File: config.mk
export PLATFORM = sky130hd
export DESIGN_NAME = enemy_hit_judge_multi
export DESIGN_NICKNAME = d
export VERILOG_FILES = /design/src/rtl/enemy_hit_judge_multi.sv
export SDC_FILE = /design/constraint.sdc
export NUM_CORES = 1
export LEC_CHECK = 0
export CAP_MARGIN = 15
export CORE_ASPECT_RATIO = 1.2
export CORE_MARGIN = 2
export CORE_UTILIZATION = 25
export CTS_BUF_LIST = sky130_fd_sc_hd__clkbuf_8
export CTS_CLUSTER_SIZE = 12
export DETAILED_ROUTE_END_ITERATION = 7
export MAX_ROUTING_LAYER = met4
export PLACE_DENSITY = 0.44
export SLEW_MARGIN = 25
export SYNTH_ARGS = -nofsm -noshare
export SYNTH_HDL_FRONTEND = slang
export SYNTH_SLANG_ARGS = --single-unit
File: constraint.sdc
create_clock -name clk -period 3.1 [get_ports clk]
set_clock_uncertainty 0.1 [all_clocks]
set_input_delay 0.93 -clock clk [delete_from_list [all_inputs] [get_ports clk]]
set_output_delay 0.93 -clock clk [all_outputs]
set_load 0.03 [all_outputs]
File: src/rtl/enemy_hit_judge_multi.sv
// Multi-slot enemy collision and health judge: one bullet per cycle is tested against every
// enemy hitbox, the lowest overlapping slot is charged, and per-slot explosions are timed on tick.
module enemy_hit_judge_multi #(
  parameter int unsigned N_ENEMY    = 4,
  parameter int unsigned COORD_W    = 10,
  parameter int unsigned HP_W       = 3,
  parameter int unsigned ENE_W      = 60,
  parameter int unsigned ENE_H      = 90,
  parameter int unsigned BUL_W      = 10,
  parameter int unsigned BUL_H      = 40,
  parameter int unsigned Y_OFS      = 0,
  parameter int unsigned BOOM_TICKS = 8,
  localparam int unsigned IdxW      = (N_ENEMY > 1) ? $clog2(N_ENEMY) : 1
) (
  input  logic                       clk,
  input  logic                       rst,
  input  logic                       tick_i,
  input  logic [N_ENEMY-1:0]         load_i,
  input  logic [HP_W-1:0]            hp_init_i,
  input  logic [N_ENEMY*COORD_W-1:0] enemy_x_i,
  input  logic [N_ENEMY*COORD_W-1:0] enemy_y_i,
  input  logic [N_ENEMY-1:0]         enemy_en_i,
  input  logic                       bullet_valid_i,
  input  logic [COORD_W-1:0]         b_x_i,
  input  logic [COORD_W-1:0]         b_y_i,
  output logic                       bullet_hit_o,
  output logic [IdxW-1:0]            hit_idx_o,
  output logic [N_ENEMY*HP_W-1:0]    health_o,
  output logic [N_ENEMY-1:0]         boom_o,
  output logic [N_ENEMY-1:0]         dead_o,
  output logic                       kill_pulse_o
);

  // Two guard bits keep every sum exact, so hitboxes near the screen edge never wrap.
  localparam int unsigned CW = COORD_W + 2;
  localparam int unsigned TW = $clog2(BOOM_TICKS + 1);

  typedef enum logic [1:0] {StIdle, StAlive, StExplode, StDead} slot_st_e;

  slot_st_e           state_q  [N_ENEMY];
  logic [HP_W-1:0]    health_q [N_ENEMY];
  logic [TW-1:0]      timer_q  [N_ENEMY];
  logic [N_ENEMY-1:0] boom_q, dead_q;
  logic               bullet_hit_q, kill_pulse_q, consumed_q;
  logic [IdxW-1:0]    hit_idx_q;

  logic [N_ENEMY-1:0] eligible;
  logic               hit;
  logic               kill;
  logic [IdxW-1:0]    win_idx;
  logic [CW-1:0]      bx, by;

  assign bx = {2'b00, b_x_i};
  assign by = {2'b00, b_y_i};

  for (genvar g = 0; g < N_ENEMY; g++) begin : g_slot
    logic [CW-1:0] ex, ey;
    logic          overlap;

    assign ex      = {2'b00, enemy_x_i[g*COORD_W +: COORD_W]};
    assign ey      = {2'b00, enemy_y_i[g*COORD_W +: COORD_W]} + CW'(Y_OFS);
    assign overlap = (bx < ex + CW'(ENE_W)) && (ex < bx + CW'(BUL_W)) &&
                     (by < ey + CW'(ENE_H)) && (ey < by + CW'(BUL_H));

    assign eligible[g] = (state_q[g] == StAlive) && enemy_en_i[g] && !load_i[g] &&
                         bullet_valid_i && !consumed_q && overlap;

    assign health_o[g*HP_W +: HP_W] = health_q[g];
  end

  // Lowest eligible index wins; scanning downward leaves it as the final assignment.
  always_comb begin
    hit     = 1'b0;
    win_idx = '0;
    for (int i = N_ENEMY - 1; i >= 0; i--) begin
      if (eligible[i]) begin
        hit     = 1'b1;
        win_idx = IdxW'(i);
      end
    end
    kill = hit && (health_q[win_idx] == HP_W'(1));
  end

  always_ff @(posedge clk or posedge rst) begin
    if (rst) begin
      bullet_hit_q <= 1'b0;
      kill_pulse_q <= 1'b0;
      consumed_q   <= 1'b0;
      hit_idx_q    <= '0;
      boom_q       <= '0;
      dead_q       <= '0;
      for (int i = 0; i < N_ENEMY; i++) begin
        state_q[i]  <= StIdle;
        health_q[i] <= '0;
        timer_q[i]  <= '0;
      end
    end else begin
      bullet_hit_q <= hit;
      kill_pulse_q <= kill;
      // Held until the bullet leaves flight so a lingering bullet cannot score twice.
      consumed_q   <= hit || (consumed_q && bullet_valid_i);
      if (hit) begin
        hit_idx_q <= win_idx;
      end
      for (int i = 0; i < N_ENEMY; i++) begin
        if (load_i[i] && (hp_init_i != '0)) begin
          state_q[i]  <= StAlive;
          health_q[i] <= hp_init_i;
          timer_q[i]  <= '0;
          boom_q[i]   <= 1'b0;
          dead_q[i]   <= 1'b0;
        end else begin
          unique case (state_q[i])
            StAlive: begin
              if (hit && (win_idx == IdxW'(i))) begin
                health_q[i] <= health_q[i] - HP_W'(1);
                if (health_q[i] == HP_W'(1)) begin
                  state_q[i] <= StExplode;
                  timer_q[i] <= TW'(BOOM_TICKS);
                  boom_q[i]  <= 1'b1;
                end
              end
            end
            StExplode: begin
              if (tick_i) begin
                timer_q[i] <= timer_q[i] - TW'(1);
                if (timer_q[i] == TW'(1)) begin
                  state_q[i] <= StDead;
                  boom_q[i]  <= 1'b0;
                  dead_q[i]  <= 1'b1;
                end
              end
            end
            default: ;
          endcase
        end
      end
    end
  end

  assign bullet_hit_o = bullet_hit_q;
  assign kill_pulse_o = kill_pulse_q;
  assign hit_idx_o    = hit_idx_q;
  assign boom_o       = boom_q;
  assign dead_o       = dead_q;

endmodule

==> results <==
- The flow ran to the end, but the final reports show violations.
- The final reports fail on setup timing.
- The die covers 30100 sq um.
- The data required time at the worst endpoint is 3.20 ns.
- From bottom edge to top edge, the die measures 190 um.
- Summed over all layers, the routed wires come to 25.2 mm.
- The adder-cell share of the synthesized area is 27.9%.
- The number of flops mapped to enable cells by yosys is 0.
- TritonCTS built the clock tree.
- The largest vdd supply drop is 0.160 mV.
- Measured against the total synthesized area, the mux share comes to 0.314%.
- The via count of the first global-routing pass is 8082.
- The launching element type of the critical path is an input pin.
- Summing over every cut layer, the via total after detailed routing is 7687.
- 139 I/O pins were placed.
- The cell area that synthesis handed to floorplanning was 7170 sq um.
- In this run the deepest clock path goes through 2 buffers.
- The top cell type by area accounts for 27.9% of the synthesized area.
- The Yosys step of the flow raised 0 warnings.
- After synthesis, the share of flip-flops with an asynchronous set or reset is 100%.
- The gate count of the mapped netlist is 851.
- The initial antenna violation count is 2.
- The largest incremental delay on the critical path is 0.51 ns.
- The worst setup path category is in -> reg.
- The standard-cell row count is 67.
- Summed over all instances, the cell type with the most area after synthesis is sky130_fd_sc_hd__ha_1.
- Compared with the post-synthesis result, the final layout area differs by 67.3%.
- In the final layout, the share of cells above drive strength 1 is 34.9%.
- The final instance area is 12000 sq um.
- After the first detailed-routing iteration, the DRC count stood at 225.
- For the pin with the worst max-slew slack, the measured transition is 0.507 ns.
- Sequential cells were found to cover 17.1% of the synthesized design area.
- After clock tree synthesis, the clock-pin slew on the worst setup and hold paths is 0.10 ns.
- Setup repair after global routing could not meet its margin everywhere.
- The number of buffers inserted by port buffering is 138.
- The routed design could run at a clock period as short as 4.03 ns.
- The number of nets in the layout is 1524.
- On the critical path, the stage with the largest delay is an instance of sky130_fd_sc_hd__or4_4.
- The first-pass iteration count of the detailed router is 5.
- The largest family of logic cells by synthesized area is adder cells.
- The HPWL after detailed placement is 21.4 mm.
- After detailed placement, the total cell area comes to 10900 sq um.
- Summing the areas of all and, or, nand and nor instances in the mapped netlist gives 19.7% of the synthesized area.
- Routability-driven placement finished with a final weighted congestion of 0.878.
- Dividing the synthesized area by the synthesized cell count gives 8.43 sq um.
- Synthesis instantiated 76 different standard cells from the library.
- The number of maximum-capacitance violations is 0.
- For this design the ratio of total power to cell area is 249 nW/um^2.
- In the routed layout, each cell is associated on average with a via count of 4.71.
- In the final routed layout, each cell accounts on average for 15.5 um.
- In the final layout, the multi-input gates occupy 6500 sq um.
- The worst pin sits at a relative slew slack of 65.3%.
- The number of sinks on the clock net is 49.
- The effective utilization at floorplan is 25.5%.
- Setup slack on the critical path of the routed design comes to -0.933 ns.
- The number of nets produced by synthesis is 1126.
- The number of levels in the clock H-tree is 2.
- The min-delay analysis places its worst path in the category reg -> reg.
- The core utilization of the finished layout is 42.7%.
- The total of endpoints with negative setup slack in the final report is 45.
- Clock tree synthesis selected as its root buffer the cell sky130_fd_sc_hd__clkbuf_8.
- Counting the fill cells in the layout gives 2835.
- After global routing the overflow that remains totals 0.
- The top flip-flop cell by instance count after synthesis is sky130_fd_sc_hd__dfrtp_1.
- After floorplanning, the core was sized to cover 28100 sq um.
- In the final layout, flip-flops and latches occupy 1230 sq um.
- The arrival time reported for the critical path endpoint is 4.13 ns.
- Clock latency on the worst-skew pair, taken at its later pin, is 0.31 ns.
- STA classifies the critical path endpoint as a flop.
- The number of hold violations in the final report came to 0.
- The finished layout holds 1632 standard cells, fillers aside.
- The x dimension of the die is 159 um.
- The overall track demand over capacity in global routing is 17.3%.
- The signal on the critical path passes through buf_8, ha_4, or3_4, xnor2_2, ha_1, a21o_1, a221oi_2, a21oi_1, o31a_1, or4_4, buf_6, o31ai_4, buf_4, buf_6, a21oi_1.
- For this run, design rule violations remaining after detail routing come to 0.
- The pin count of the biggest net entering global routing is 50.
- The share of the synthesized area in compound gates (AO/OA/AOI/OAI) is 22.6%.
- The largest fanout on the critical path is 5.
- The cell total after placement is 1588.
- The synthesized netlist devotes 8.90% of its cell area to XOR and XNOR gates.
- The leakage power is 5.63 nW.
- In this run, synthesis produced a sequential element count of 49.
- The part of the cycle the worst path needs is 130%.
- Adding up every negative setup slack in the final design gives -33.18 ns.
- Derived from the worst setup path, the maximum achievable clock frequency is 248 MHz.
- The design draws 2.99 mW.
- Sorting the synthesized cells by area gives the leading types as sky130_fd_sc_hd__ha_1 28%, sky130_fd_sc_hd__dfrtp_1 17%, sky130_fd_sc_hd__xnor2_1 5.0%.
- The first global-routing pass estimated 40.3 mm of wire.
- The TritonCTS buffer count is 5.
- Once detail routing completed, the nets flagged for antenna violations numbered 0.
- The number of slew-limit violations in the final report was 0.
-- metrics by stage --
stage	setup slack, ns	hold slack, ns
finish	-0.933	0.381
global route	-1.01	0.399
CTS	-1.03	0.380
detailed placement	-1.91	0.357
global placement	-1.92	0.349
floorplan	-0.866	0.340
-- worst max-delay path: cells and delay by family --
family                   cells  cell delay, ns
buffers and inverters        4            0.54
adder cells (fa/ha/maj)      2            0.47
AND/OR/NAND/NOR              2            0.89
AO/OA/AOI/OAI                6            1.17
XOR/XNOR                     1            0.14
-- cells in the final DEF (no fill, tap or decap), drive strengths merged, types with 4 or more instances in the layout --
master / n
a2111oi: 4
a211o: 6
a211oi: 11
a21boi: 4
a21o: 23
a21oi: 63
a221oi: 6
a31oi: 11
and2: 7
and3: 8
buf: 274
clkbuf: 14
clkdlybuf4s50: 80
dfrtp: 49
dlygate4sd2: 17
dlymetal6s2s: 18
ha: 160
inv: 49
nand2: 68
nand2b: 16
nand3: 25
nand4: 16
nor2: 55
nor2b: 15
nor3: 16
nor3b: 7
nor4: 4
o2111ai: 5
o211ai: 7
o21a: 10
o21ai: 56
o31a: 4
o31ai: 7
or3: 8
or4: 6
xnor2: 42
xor2: 30
-- power breakdown --
group | total [mW] | switching [mW] | leakage (nW) | internal, mW
combinational | 1.75 | 0.845 | 4.95 | 0.902
sequential | 0.760 | 0.0649 | 0.620 | 0.695
clock | 0.487 | 0.244 | 0.0544 | 0.242
-- path summary, 6_finish.rpt --
kind                               start     endpoint  slack [ns]  cells after the start
min in group asynchronous            rst  timer_q[11]        0.86                      3
max reg2reg                   consumed_q   timer_q[1]        0.01                      9
max                        enemy_y_i[12]  timer_q[11]       -0.93                     15
min reg2reg                   consumed_q   consumed_q        0.38                      1
max in group asynchronous            rst   timer_q[1]        1.79                      3
min                           consumed_q   consumed_q        0.38                      1
-- cell usage after synthesis (all sizes together), types with 3 or more instances --
library cell / n
o21ai: 56
or4: 6
or3: 8
and3: 8
a2111oi: 4
nand2: 68
inv: 50
nor4: 4
a21o: 23
a211o: 6
nor3: 16
and2: 7
o22ai: 3
clkbuf: 4
xor2: 30
dfrtp: 49
nand4: 16
o31ai: 7
a21oi: 63
o31a: 4
o21a: 10
a31oi: 11
a21boi: 4
ha: 160
o2111ai: 5
nor2: 55
o21bai: 3
nor2b: 15
a211oi: 11
nor3b: 7
o211ai: 7
nand2b: 16
a221oi: 6
xnor2: 42
and4: 3
buf: 6
nand3: 25
-- repair_timing --
item                       in CTS  in global routing
buffers inserted               23                 18
hold buffers                    0                  0
pin swaps                      94                 80
resized for setup             197                 95
setup endpoints to repair      45                 45
gates cloned                    3                  0
-- cell type report --
cell class,instances,area share [%]
multi-input combinational,742,54.2
timing repair buffer,401,28.9
tap,379,3.95
antenna,3,0.0626
clock inverter,3,0.386
inverter,50,1.71
clock buffer,5,0.574
sequential,49,10.2
-- sequential cells by signal, summed over array words and instances, names as in the netlist --
signal	flops
timer_q	16
health_o	12
state_q	8
boom_o	4
dead_o	4
hit_idx_o	2
bullet_hit_o	1
consumed_q	1
kill_pulse_o	1
-- metal layers --
metal	up-vias	wire, um	GRT usage [%]
met5	-	0	-
met4	0	139	1.77
met3	10	756	1.95
met2	102	13200	32.1
met1	3615	11100	20.7
li1	3960	-	-
-- cell families after synthesis --
group | after synthesis
buf+inv | 60
simple gates | 268
compound gates | 240
fa+ha+maj | 160
xor+xnor | 72
mux | 2
flops | 49
(Power assumes the default switching activity.)
